--- config.mk ---
export PLATFORM = sky130hd
export DESIGN_NAME = mc_control_flat
export DESIGN_NICKNAME = d
export VERILOG_FILES = /design/src/rtl/mc_control_if.sv /design/src/rtl/mc_control.sv /design/src/flat_wrapper.sv
export SDC_FILE = /design/constraint.sdc
export NUM_CORES = 1
export LEC_CHECK = 0
export CORE_UTILIZATION = 40
export DETAILED_ROUTE_END_ITERATION = 7
export PLACE_DENSITY = 0.77
export SKIP_CTS_REPAIR_TIMING = 1
export SLEW_MARGIN = 20
export SYNTH_ARGS = -nofsm -noshare
export SYNTH_HDL_FRONTEND = slang
export SYNTH_SLANG_ARGS = --single-unit
--- constraint.sdc ---
create_clock -name clk -period 3.3 [get_ports clk]
set_input_delay 0.495 -clock clk [delete_from_list [all_inputs] [get_ports clk]]
set_output_delay 0.495 -clock clk [all_outputs]
set_load 0.02 [all_outputs]
--- src/rtl/mc_control_if.sv ---
// Control/status bundle between the multi-cycle controller and its datapath.
// master is the controller side, slave is the datapath side.
interface mc_control_if #(
    parameter int ALU_OP_W = 4,
    parameter int CNT_W    = 32
);
    logic [6:0]          op_code;
    logic [2:0]          funct3;
    logic                funct7_5;
    logic                zero;
    logic                lt;
    logic                ltu;
    logic                imem_ready;
    logic                dmem_ready;
    logic                imem_req;
    logic                ir_write;
    logic                pc_write;
    logic [1:0]          pc_src;
    logic [1:0]          alu_src_a;
    logic                alu_src_b;
    logic [ALU_OP_W-1:0] alu_op;
    logic [1:0]          mem_to_reg;
    logic                reg_write;
    logic                dmem_req;
    logic                dmem_we;
    logic                illegal;
    logic                bus_err;
    logic [2:0]          state;
    logic [CNT_W-1:0]    retired;

    modport master (
        input  op_code, funct3, funct7_5, zero, lt, ltu, imem_ready, dmem_ready,
        output imem_req, ir_write, pc_write, pc_src, alu_src_a, alu_src_b, alu_op,
               mem_to_reg, reg_write, dmem_req, dmem_we, illegal, bus_err, state, retired
    );

    modport slave (
        output op_code, funct3, funct7_5, zero, lt, ltu, imem_ready, dmem_ready,
        input  imem_req, ir_write, pc_write, pc_src, alu_src_a, alu_src_b, alu_op,
               mem_to_reg, reg_write, dmem_req, dmem_we, illegal, bus_err, state, retired
    );
endinterface

--- src/rtl/mc_control.sv ---
// Multi-cycle RV32I control FSM: fetch/decode/exec/mem/writeback with
// handshake timeouts, sticky trap causes and a retired-instruction counter.
module mc_control #(
    parameter int ALU_OP_W = 4,
    parameter int TIMEOUT  = 255,
    parameter int CNT_W    = 32
) (
    input  logic         clk,
    input  logic         rst,
    mc_control_if.master bus
);
    localparam int WAIT_W = $clog2(TIMEOUT + 1);
    localparam logic [WAIT_W-1:0] WAIT_LAST = WAIT_W'(TIMEOUT - 1);

    localparam logic [6:0] OP_R      = 7'b0110011;
    localparam logic [6:0] OP_IMM    = 7'b0010011;
    localparam logic [6:0] OP_LOAD   = 7'b0000011;
    localparam logic [6:0] OP_STORE  = 7'b0100011;
    localparam logic [6:0] OP_BRANCH = 7'b1100011;
    localparam logic [6:0] OP_LUI    = 7'b0110111;
    localparam logic [6:0] OP_AUIPC  = 7'b0010111;
    localparam logic [6:0] OP_JAL    = 7'b1101111;
    localparam logic [6:0] OP_JALR   = 7'b1100111;

    typedef enum logic [2:0] {
        FETCH  = 3'd0,
        DECODE = 3'd1,
        EXEC   = 3'd2,
        MEM    = 3'd3,
        WB     = 3'd4,
        TRAP   = 3'd7
    } state_t;

    state_t            state_q, state_d;
    logic [WAIT_W-1:0] waitCnt_q, waitCnt_d;
    logic [CNT_W-1:0]  retired_q;
    logic              illegal_q, illegal_d;
    logic              busErr_q, busErr_d;
    logic              retire;
    logic              legal;
    logic              taken;
    logic [3:0]        aluOp;
    logic              isLoad, isStore, isBranch, isLui, isAuipc, isJal, isJalr, isImm;

    assign isLoad   = (bus.op_code == OP_LOAD);
    assign isStore  = (bus.op_code == OP_STORE);
    assign isBranch = (bus.op_code == OP_BRANCH);
    assign isLui    = (bus.op_code == OP_LUI);
    assign isAuipc  = (bus.op_code == OP_AUIPC);
    assign isJal    = (bus.op_code == OP_JAL);
    assign isJalr   = (bus.op_code == OP_JALR);
    assign isImm    = (bus.op_code == OP_IMM);

    // Branch funct3 010/011 have no RV32I meaning and are rejected with the bad opcodes.
    always_comb begin
        legal = 1'b0;
        case (bus.op_code)
            OP_R, OP_IMM, OP_LOAD, OP_STORE,
            OP_LUI, OP_AUIPC, OP_JAL, OP_JALR: legal = 1'b1;
            OP_BRANCH:                         legal = (bus.funct3[2:1] != 2'b01);
            default:                           legal = 1'b0;
        endcase
    end

    always_comb begin
        taken = 1'b0;
        case (bus.funct3)
            3'b000:  taken = bus.zero;
            3'b001:  taken = ~bus.zero;
            3'b100:  taken = bus.lt;
            3'b101:  taken = ~bus.lt;
            3'b110:  taken = bus.ltu;
            3'b111:  taken = ~bus.ltu;
            default: taken = 1'b0;
        endcase
    end

    always_comb begin
        aluOp = 4'b0000;
        case (bus.op_code)
            OP_R:      aluOp = {bus.funct7_5, bus.funct3};
            OP_IMM:    aluOp = {bus.funct7_5 & (bus.funct3 == 3'b101), bus.funct3};
            OP_BRANCH: aluOp = 4'b1000;
            default:   aluOp = 4'b0000;
        endcase
    end

    // Outputs are gated off while rst is high so an aborted MEM/WB cannot pulse a write.
    always_comb begin
        state_d        = state_q;
        waitCnt_d      = '0;
        illegal_d      = illegal_q;
        busErr_d       = busErr_q;
        retire         = 1'b0;
        bus.imem_req   = 1'b0;
        bus.ir_write   = 1'b0;
        bus.pc_write   = 1'b0;
        bus.pc_src     = 2'b00;
        bus.alu_src_a  = 2'b00;
        bus.alu_src_b  = 1'b0;
        bus.alu_op     = '0;
        bus.mem_to_reg = 2'b00;
        bus.reg_write  = 1'b0;
        bus.dmem_req   = 1'b0;
        bus.dmem_we    = 1'b0;
        if (!rst) begin
            case (state_q)
                FETCH: begin
                    bus.imem_req = 1'b1;
                    if (bus.imem_ready) begin
                        bus.ir_write = 1'b1;
                        state_d      = DECODE;
                    end else if (waitCnt_q == WAIT_LAST) begin
                        busErr_d = 1'b1;
                        state_d  = TRAP;
                    end else begin
                        waitCnt_d = waitCnt_q + 1'b1;
                    end
                end
                DECODE: begin
                    if (legal) begin
                        state_d = EXEC;
                    end else begin
                        illegal_d = 1'b1;
                        state_d   = TRAP;
                    end
                end
                EXEC: begin
                    bus.alu_op    = ALU_OP_W'(aluOp);
                    bus.alu_src_b = isImm | isLoad | isStore | isAuipc | isJalr;
                    if (isAuipc) bus.alu_src_a = 2'b01;
                    else if (isLui) bus.alu_src_a = 2'b10;
                    if (isLoad || isStore) begin
                        state_d = MEM;
                    end else if (isBranch) begin
                        bus.pc_write = 1'b1;
                        bus.pc_src   = taken ? 2'b10 : 2'b00;
                        retire       = 1'b1;
                        state_d      = FETCH;
                    end else begin
                        state_d = WB;
                    end
                end
                MEM: begin
                    bus.dmem_req = 1'b1;
                    bus.dmem_we  = isStore;
                    if (bus.dmem_ready) begin
                        if (isStore) begin
                            bus.pc_write = 1'b1;
                            retire       = 1'b1;
                            state_d      = FETCH;
                        end else begin
                            state_d = WB;
                        end
                    end else if (waitCnt_q == WAIT_LAST) begin
                        busErr_d = 1'b1;
                        state_d  = TRAP;
                    end else begin
                        waitCnt_d = waitCnt_q + 1'b1;
                    end
                end
                WB: begin
                    bus.reg_write = 1'b1;
                    bus.pc_write  = 1'b1;
                    if (isLoad) bus.mem_to_reg = 2'b11;
                    else if (isLui) bus.mem_to_reg = 2'b01;
                    else if (isJal || isJalr) bus.mem_to_reg = 2'b10;
                    if (isJal) bus.pc_src = 2'b10;
                    else if (isJalr) bus.pc_src = 2'b01;
                    retire  = 1'b1;
                    state_d = FETCH;
                end
                TRAP: state_d = TRAP;
                default: state_d = FETCH;
            endcase
        end
    end

    always_ff @(posedge clk or posedge rst) begin
        if (rst) begin
            state_q   <= FETCH;
            waitCnt_q <= '0;
            retired_q <= '0;
            illegal_q <= 1'b0;
            busErr_q  <= 1'b0;
        end else begin
            state_q   <= state_d;
            waitCnt_q <= waitCnt_d;
            illegal_q <= illegal_d;
            busErr_q  <= busErr_d;
            if (retire) retired_q <= retired_q + 1'b1;
        end
    end

    assign bus.state   = state_q;
    assign bus.retired = retired_q;
    assign bus.illegal = illegal_q;
    assign bus.bus_err = busErr_q;
endmodule

--- src/flat_wrapper.sv ---
// flat-port wrapper written by rule: the top's interface ports become plain ports
module mc_control_flat 
#(
    parameter int ALU_OP_W = 4,
    parameter int TIMEOUT  = 255,
    parameter int CNT_W    = 32
)
  (clk, rst, bus_op_code, bus_funct3, bus_funct7_5, bus_zero, bus_lt, bus_ltu, bus_imem_ready, bus_dmem_ready, bus_imem_req, bus_ir_write, bus_pc_write, bus_pc_src, bus_alu_src_a, bus_alu_src_b, bus_alu_op, bus_mem_to_reg, bus_reg_write, bus_dmem_req, bus_dmem_we, bus_illegal, bus_bus_err, bus_state, bus_retired);
  mc_control_if #(.ALU_OP_W(ALU_OP_W), .CNT_W(CNT_W)) bus_i ();
  input  logic clk;
  input  logic rst;
  input wire logic [$bits(bus_i.op_code)-1:0] bus_op_code;
  input wire logic [$bits(bus_i.funct3)-1:0] bus_funct3;
  input wire logic [$bits(bus_i.funct7_5)-1:0] bus_funct7_5;
  input wire logic [$bits(bus_i.zero)-1:0] bus_zero;
  input wire logic [$bits(bus_i.lt)-1:0] bus_lt;
  input wire logic [$bits(bus_i.ltu)-1:0] bus_ltu;
  input wire logic [$bits(bus_i.imem_ready)-1:0] bus_imem_ready;
  input wire logic [$bits(bus_i.dmem_ready)-1:0] bus_dmem_ready;
  output wire logic [$bits(bus_i.imem_req)-1:0] bus_imem_req;
  output wire logic [$bits(bus_i.ir_write)-1:0] bus_ir_write;
  output wire logic [$bits(bus_i.pc_write)-1:0] bus_pc_write;
  output wire logic [$bits(bus_i.pc_src)-1:0] bus_pc_src;
  output wire logic [$bits(bus_i.alu_src_a)-1:0] bus_alu_src_a;
  output wire logic [$bits(bus_i.alu_src_b)-1:0] bus_alu_src_b;
  output wire logic [$bits(bus_i.alu_op)-1:0] bus_alu_op;
  output wire logic [$bits(bus_i.mem_to_reg)-1:0] bus_mem_to_reg;
  output wire logic [$bits(bus_i.reg_write)-1:0] bus_reg_write;
  output wire logic [$bits(bus_i.dmem_req)-1:0] bus_dmem_req;
  output wire logic [$bits(bus_i.dmem_we)-1:0] bus_dmem_we;
  output wire logic [$bits(bus_i.illegal)-1:0] bus_illegal;
  output wire logic [$bits(bus_i.bus_err)-1:0] bus_bus_err;
  output wire logic [$bits(bus_i.state)-1:0] bus_state;
  output wire logic [$bits(bus_i.retired)-1:0] bus_retired;
  assign bus_i.op_code = bus_op_code;
  assign bus_i.funct3 = bus_funct3;
  assign bus_i.funct7_5 = bus_funct7_5;
  assign bus_i.zero = bus_zero;
  assign bus_i.lt = bus_lt;
  assign bus_i.ltu = bus_ltu;
  assign bus_i.imem_ready = bus_imem_ready;
  assign bus_i.dmem_ready = bus_dmem_ready;
  assign bus_imem_req = bus_i.imem_req;
  assign bus_ir_write = bus_i.ir_write;
  assign bus_pc_write = bus_i.pc_write;
  assign bus_pc_src = bus_i.pc_src;
  assign bus_alu_src_a = bus_i.alu_src_a;
  assign bus_alu_src_b = bus_i.alu_src_b;
  assign bus_alu_op = bus_i.alu_op;
  assign bus_mem_to_reg = bus_i.mem_to_reg;
  assign bus_reg_write = bus_i.reg_write;
  assign bus_dmem_req = bus_i.dmem_req;
  assign bus_dmem_we = bus_i.dmem_we;
  assign bus_illegal = bus_i.illegal;
  assign bus_bus_err = bus_i.bus_err;
  assign bus_state = bus_i.state;
  assign bus_retired = bus_i.retired;
  mc_control #(.ALU_OP_W(ALU_OP_W), .TIMEOUT(TIMEOUT), .CNT_W(CNT_W)) u_core (.clk(clk), .rst(rst), .bus(bus_i));
endmodule
After elaboration in Yosys (flattened, before gate mapping):

Cells that the tools add are included.

* bits of input ports: 18
* flip-flop bits (word level): 45
* output and inout bits: 54

* bitwise operators: 10
* muxes and demuxes: 57
* $add $sub $neg: 2
* reduce and logical (&&, ||, !) cells: 8
* equal/unequal tests: 23

Operators by type and width (number)
* adder 32 x 1 -> 32 bit (second input constant): 1
* 2-to-1 mux 8 bit: 4
* 2-to-1 mux 2 bit: 14
* 2-to-1 mux 1 bit: 22
* equality test 7 x 6 -> 1 bit (second input constant): 3
* equality test 7 bit (second input constant): 3
* 2-to-1 mux 3 bit: 7
* equality test 3 bit (second input constant): 6
* case mux 8 bit (2 select lines): 1
* case mux 3 bit (5 select lines): 1
* equality test 7 x 5 -> 1 bit (second input constant): 2
* case mux 4 bit (3 select lines): 1
* adder 8 x 1 -> 8 bit (second input constant): 1
* equality test 8 bit (second input constant): 1
* 2-to-1 mux 4 bit: 2
* OR reduction 8 bit: 1
* equality test 7 x 2 -> 1 bit (second input constant): 1
* equality test 3 x 1 -> 1 bit (second input constant): 2
* equality test 3 x 2 -> 1 bit (second input constant): 2
* logical NOT 3 bit: 2
* case mux 1 bit (6 select lines): 1
* inverter 1 bit: 5
* != test 2 bit (second input constant): 2
* OR 1 bit: 4
* 9 further kinds: 11

Depth between registers and ports, before layout:

* word-level depth: 7
* mapped depth: 9

Least setup slack after synthesis:

No wires, ideal clock.

* kind: input to output
* from: input port rst
* to: output port bus_pc_src[1]
* buffers on the path: 1
* required time: 2.805 ns
* arrival: 2.842 ns
* stages on the path: 7
* path slack: -0.037 ns
* cells stage by stage: clkbuf_1 inv_1 nand3_1 inv_1 nand3_1 o21a_1 nor3_1

* longest elaborated chain between the ends: 1

RTL lines
* start: declaration: line flat_wrapper.sv:11 `input logic rst;`
* 2-to-1 mux 2 bit: line mc_control.sv:106 `if (!rst) begin`
* end: declaration: line flat_wrapper.sv:23 `output wire logic [$bits(bus_i.pc_src)-1:0] bus_pc_src;`

No other way between the ends.

Worst setup path after layout:

* from: input port rst
* to: output port bus_pc_write

* longest elaborated chain between the ends: 1

RTL lines
* 2-to-1 mux 1 bit: line mc_control.sv:106
* end: declaration: line flat_wrapper.sv:22 `output wire logic [$bits(bus_i.pc_write)-1:0] bus_pc_write;`

No other way between the ends.

==> results.md <==
- Status: finished with violations
- Failing checks: design-rule violations
- Seq/Total Area, Yosys: 42.0%
- # setup viols final: 0
- CP endpoint kind: output port
- Pleak: 1.68 nW
- Die Width: 83.9 microns
- Die area: 7030 sq um
- Slowest cell on crit path: clkdlybuf4s50_1
- Mapped Area: 2680 sq um
- Count leader, synth: dfrtp_1
- Mean Syn Cell Area: 9.89 sq um
- Required time of the critical path: 2.80 ns
- Drt wl/cell: 14.6 microns
- Post-placement cell count: 420
- Final Max Tran Viols: 0
- Worst Hold Class: register to register
- Clk pwr share: 21.7%
- Post-Route WL: 6.24 mm
- First-pass DRT Iterations: 6
- Max_cap viols: 0
- Buf+Inv Stages, Crit Path: 4
- Core footprint: 6420 sq um
- H-Tree Depth: 2
- Largest net degree at the start of global routing: 46
- Cell family with most CP delay: buffers and inverters
- Worst path cell trace: clkdlybuf4s50_1, or4b_4, buf_4, nor4_4, a311oi_4, inv_1, clkdlybuf4s50_1
- Slew headroom: 62.8%
- RSZ-0062 raised after global routing: no
- Yosys top cell by area: dfrtp_1
- CTS Sinks: 45
- Critical path's largest stage delay: 0.61 ns
- Synth area leaders: dfrtp_1, xor2_1, xnor2_1, nand3_1, nor4_4
- R2R Path End: u_core.bus.retired[29]
- Routed Antenna Nets: 0
- Diodes inserted: 0
- Worst VDD drop: 386 uV
- CP endpoint: bus_pc_write
- HP Start: u_core.bus.bus_err
- WS Path Type: input port to output port
- Synth Net Count: 292
- Top cell type's share of synthesized area: 42.0%
- Layout Skew: 0.00951 ns
- Antenna violations before repair: 0
- CTS Buffer Depth: 2
- Total GRT Usage: 18.4%
- Nets: 371
- Cell count after synthesis: 271
- DRC violations left: 14
- Comb power frac: 36.4%
- Critical path arrival: 2.61 ns
- First-pass GRT wire length: 10.4 mm
- Multi-input gate area in the final layout: 1460 sq um
- CP startpoint kind: input port
- Post-layout min period: 3.11 ns
- Clock Latency Late Sink: 0.30 ns
- Final HPWL DP: 4.58 mm
- Levels on crit path: 7
- Overflow after GRT: 0
- Final Hold Fails: 0
- Routed via count: 2334
- Initial Util: 41.7%
- Most frequent CP cell: clkdlybuf4s50_1
- Post-synth ARST share: 100%
- Number of global-route vias before repair: 2286
- Sequential power share: 41.9%
- Fmax: 322 MHz
- Final Non-Filler Cells: 428
- Post-synth top cells: dfrtp_1, nand3_1, xor2_1
- Crit path from: rst
- EDFF count, synth: 0
- Net Sw Power: 0.550 mW
- CTS tree: done
- Sw Share: 35.7%
- PwrDens: 422 nW/um^2
- Synth-to-Final Area Change: 36.0%
- Internal: 0.989 mW
- Routability cong.: 0.827
- Reg2reg setup slack: 1.09 ns
- Initial DRC count: 148
- Synth warnings: 0
- Worst r2r path cells: 7
- Rows: 29
- Root Buffer: clkbuf_8
- Share of cells above drive strength 1: 12.0%
- Pin slew with the least headroom to its limit: 0.550 ns
- # fillers: 560
- Drt via density: 5.45
- DIE HEIGHT: 83.9 microns
- Critical Path Fanout Max: 3
- Post-route clock period utilization: 94.2%
- Reg clk slew, reported paths: 0.08 ns
- Inserted Clock Buffers: 5
- Ports: 72
- Count of different cell masters after synthesis: 50
- Critical R2R Launch: u_core.bus.state[2]
- Port bufs: 71
- WHS: 0.472 ns
- Dominant synthesized flop cell: dfrtp_1
- Seq cells post-synth: 45
- FF/Latch Area: 1130 sq um
-- power groups by stage --
stage	clock, mW	combinational [mW]	sequential [mW]
floorplan	0	0.287	0.700
global placement	0	0.549	0.654
detailed placement	0	0.560	0.656
CTS	0.342	0.561	0.646
global route	0.371	0.611	0.652
finish	0.334	0.560	0.644
-- layer usage --
layer / part of all wire (%) / up-vias / global-route usage, % / wire [microns]
met2: 47 / 69 / 30.2 / 2950
met1: 46 / 1127 / 24.2 / 2860
li1: - / 1129 / - / -
met4: 1.7 / 0 / 6.74 / 104
met5: 0 / - / 0 / 0
met3: 5.2 / 9 / 3.36 / 324
-- sequential cells by signal, summed over array words and instances, names as in the netlist --
signal              cells
u_core.bus.bus_err      1
u_core.bus.state        3
u_core.waitCnt_q        8
u_core.bus.retired     32
u_core.bus.illegal      1
-- final cells by class --
| type | instances | area share, % |
|---|---|---|
| clock buffers | 6 | 1.99 |
| clock inverters | 2 | 0.412 |
| inverters | 10 | 1.13 |
| multi-input cells | 203 | 40.1 |
| flip-flops and latches | 45 | 30.9 |
| well taps | 77 | 2.64 |
| repair buffers | 85 | 22.9 |
-- layout by cell type, fill, tap and decap left out, types with 2 or more instances in the layout --
master / instances
nor4_1: 4
o21ai_0: 7
and3_1: 5
nand4_1: 8
or3_1: 4
clkinvlp_4: 3
xor2_1: 21
dlymetal6s2s_1: 7
nor4b_4: 2
xnor2_1: 17
buf_4: 14
a211oi_1: 2
nor4_2: 3
nor3b_1: 2
or2_2: 5
and4_1: 6
a21o_1: 3
inv_1: 9
nor4_4: 4
nor2_1: 13
nand3_1: 21
and2_1: 6
nor3_1: 15
clkbuf_8: 5
nand2_1: 19
nand3b_1: 3
nand2b_1: 2
a21oi_1: 4
nand4b_1: 2
ha_1: 3
dfrtp_1: 45
o21bai_1: 2
clkdlybuf4s50_1: 64
-- cells by family after synthesis --
logic type / Yosys count / share of synthesized area, %
flops: 45 / 42.0
mux: 1 / 0.373
simple gates: 130 / 31.7
compound gates: 31 / 8.12
fa+ha+maj: 3 / 1.40
xor+xnor: 38 / 12.4
buf+inv: 23 / 3.97
-- worst min path at each step --
stage                          end  depth (start not counted)
6_report        u_core.bus.bus_err                          2
5_1_grt         u_core.bus.illegal                          1
4_1_cts         u_core.bus.bus_err                          2
3_5_place_dp    u_core.bus.bus_err                          2
3_3_place_gp    u_core.bus.bus_err                          2
2_1_floorplan  u_core.waitCnt_q[0]                          1
-- worst register-to-register path, stage by stage (launching register included) --
cell	delay, ns
dfrtp_1	0.38
or4b_4	0.54
buf_4	0.17
nor4_4	0.21
a311oi_4	0.07
buf_4	0.26
nor4_2	0.35
xnor2_1	0.16
-- through the flow --
stage          TNS [ns]  util [%]  instance area (sq um)  power (mW)  setup WS, ns
3_5_place_dp     -0.283      55.1                   3540        1.22        -0.130
4_1_cts          -0.308      56.5                   3630        1.55        -0.142
3_3_place_gp     -0.181      55.1                   3540        1.20        -0.113
5_1_grt               0      56.8                   3650        1.63         0.123
2_1_floorplan         0         -                   2680       0.987        0.0583
6_report              0      56.8                   3650        1.54         0.192
Power figures use the tool's default switching activity.
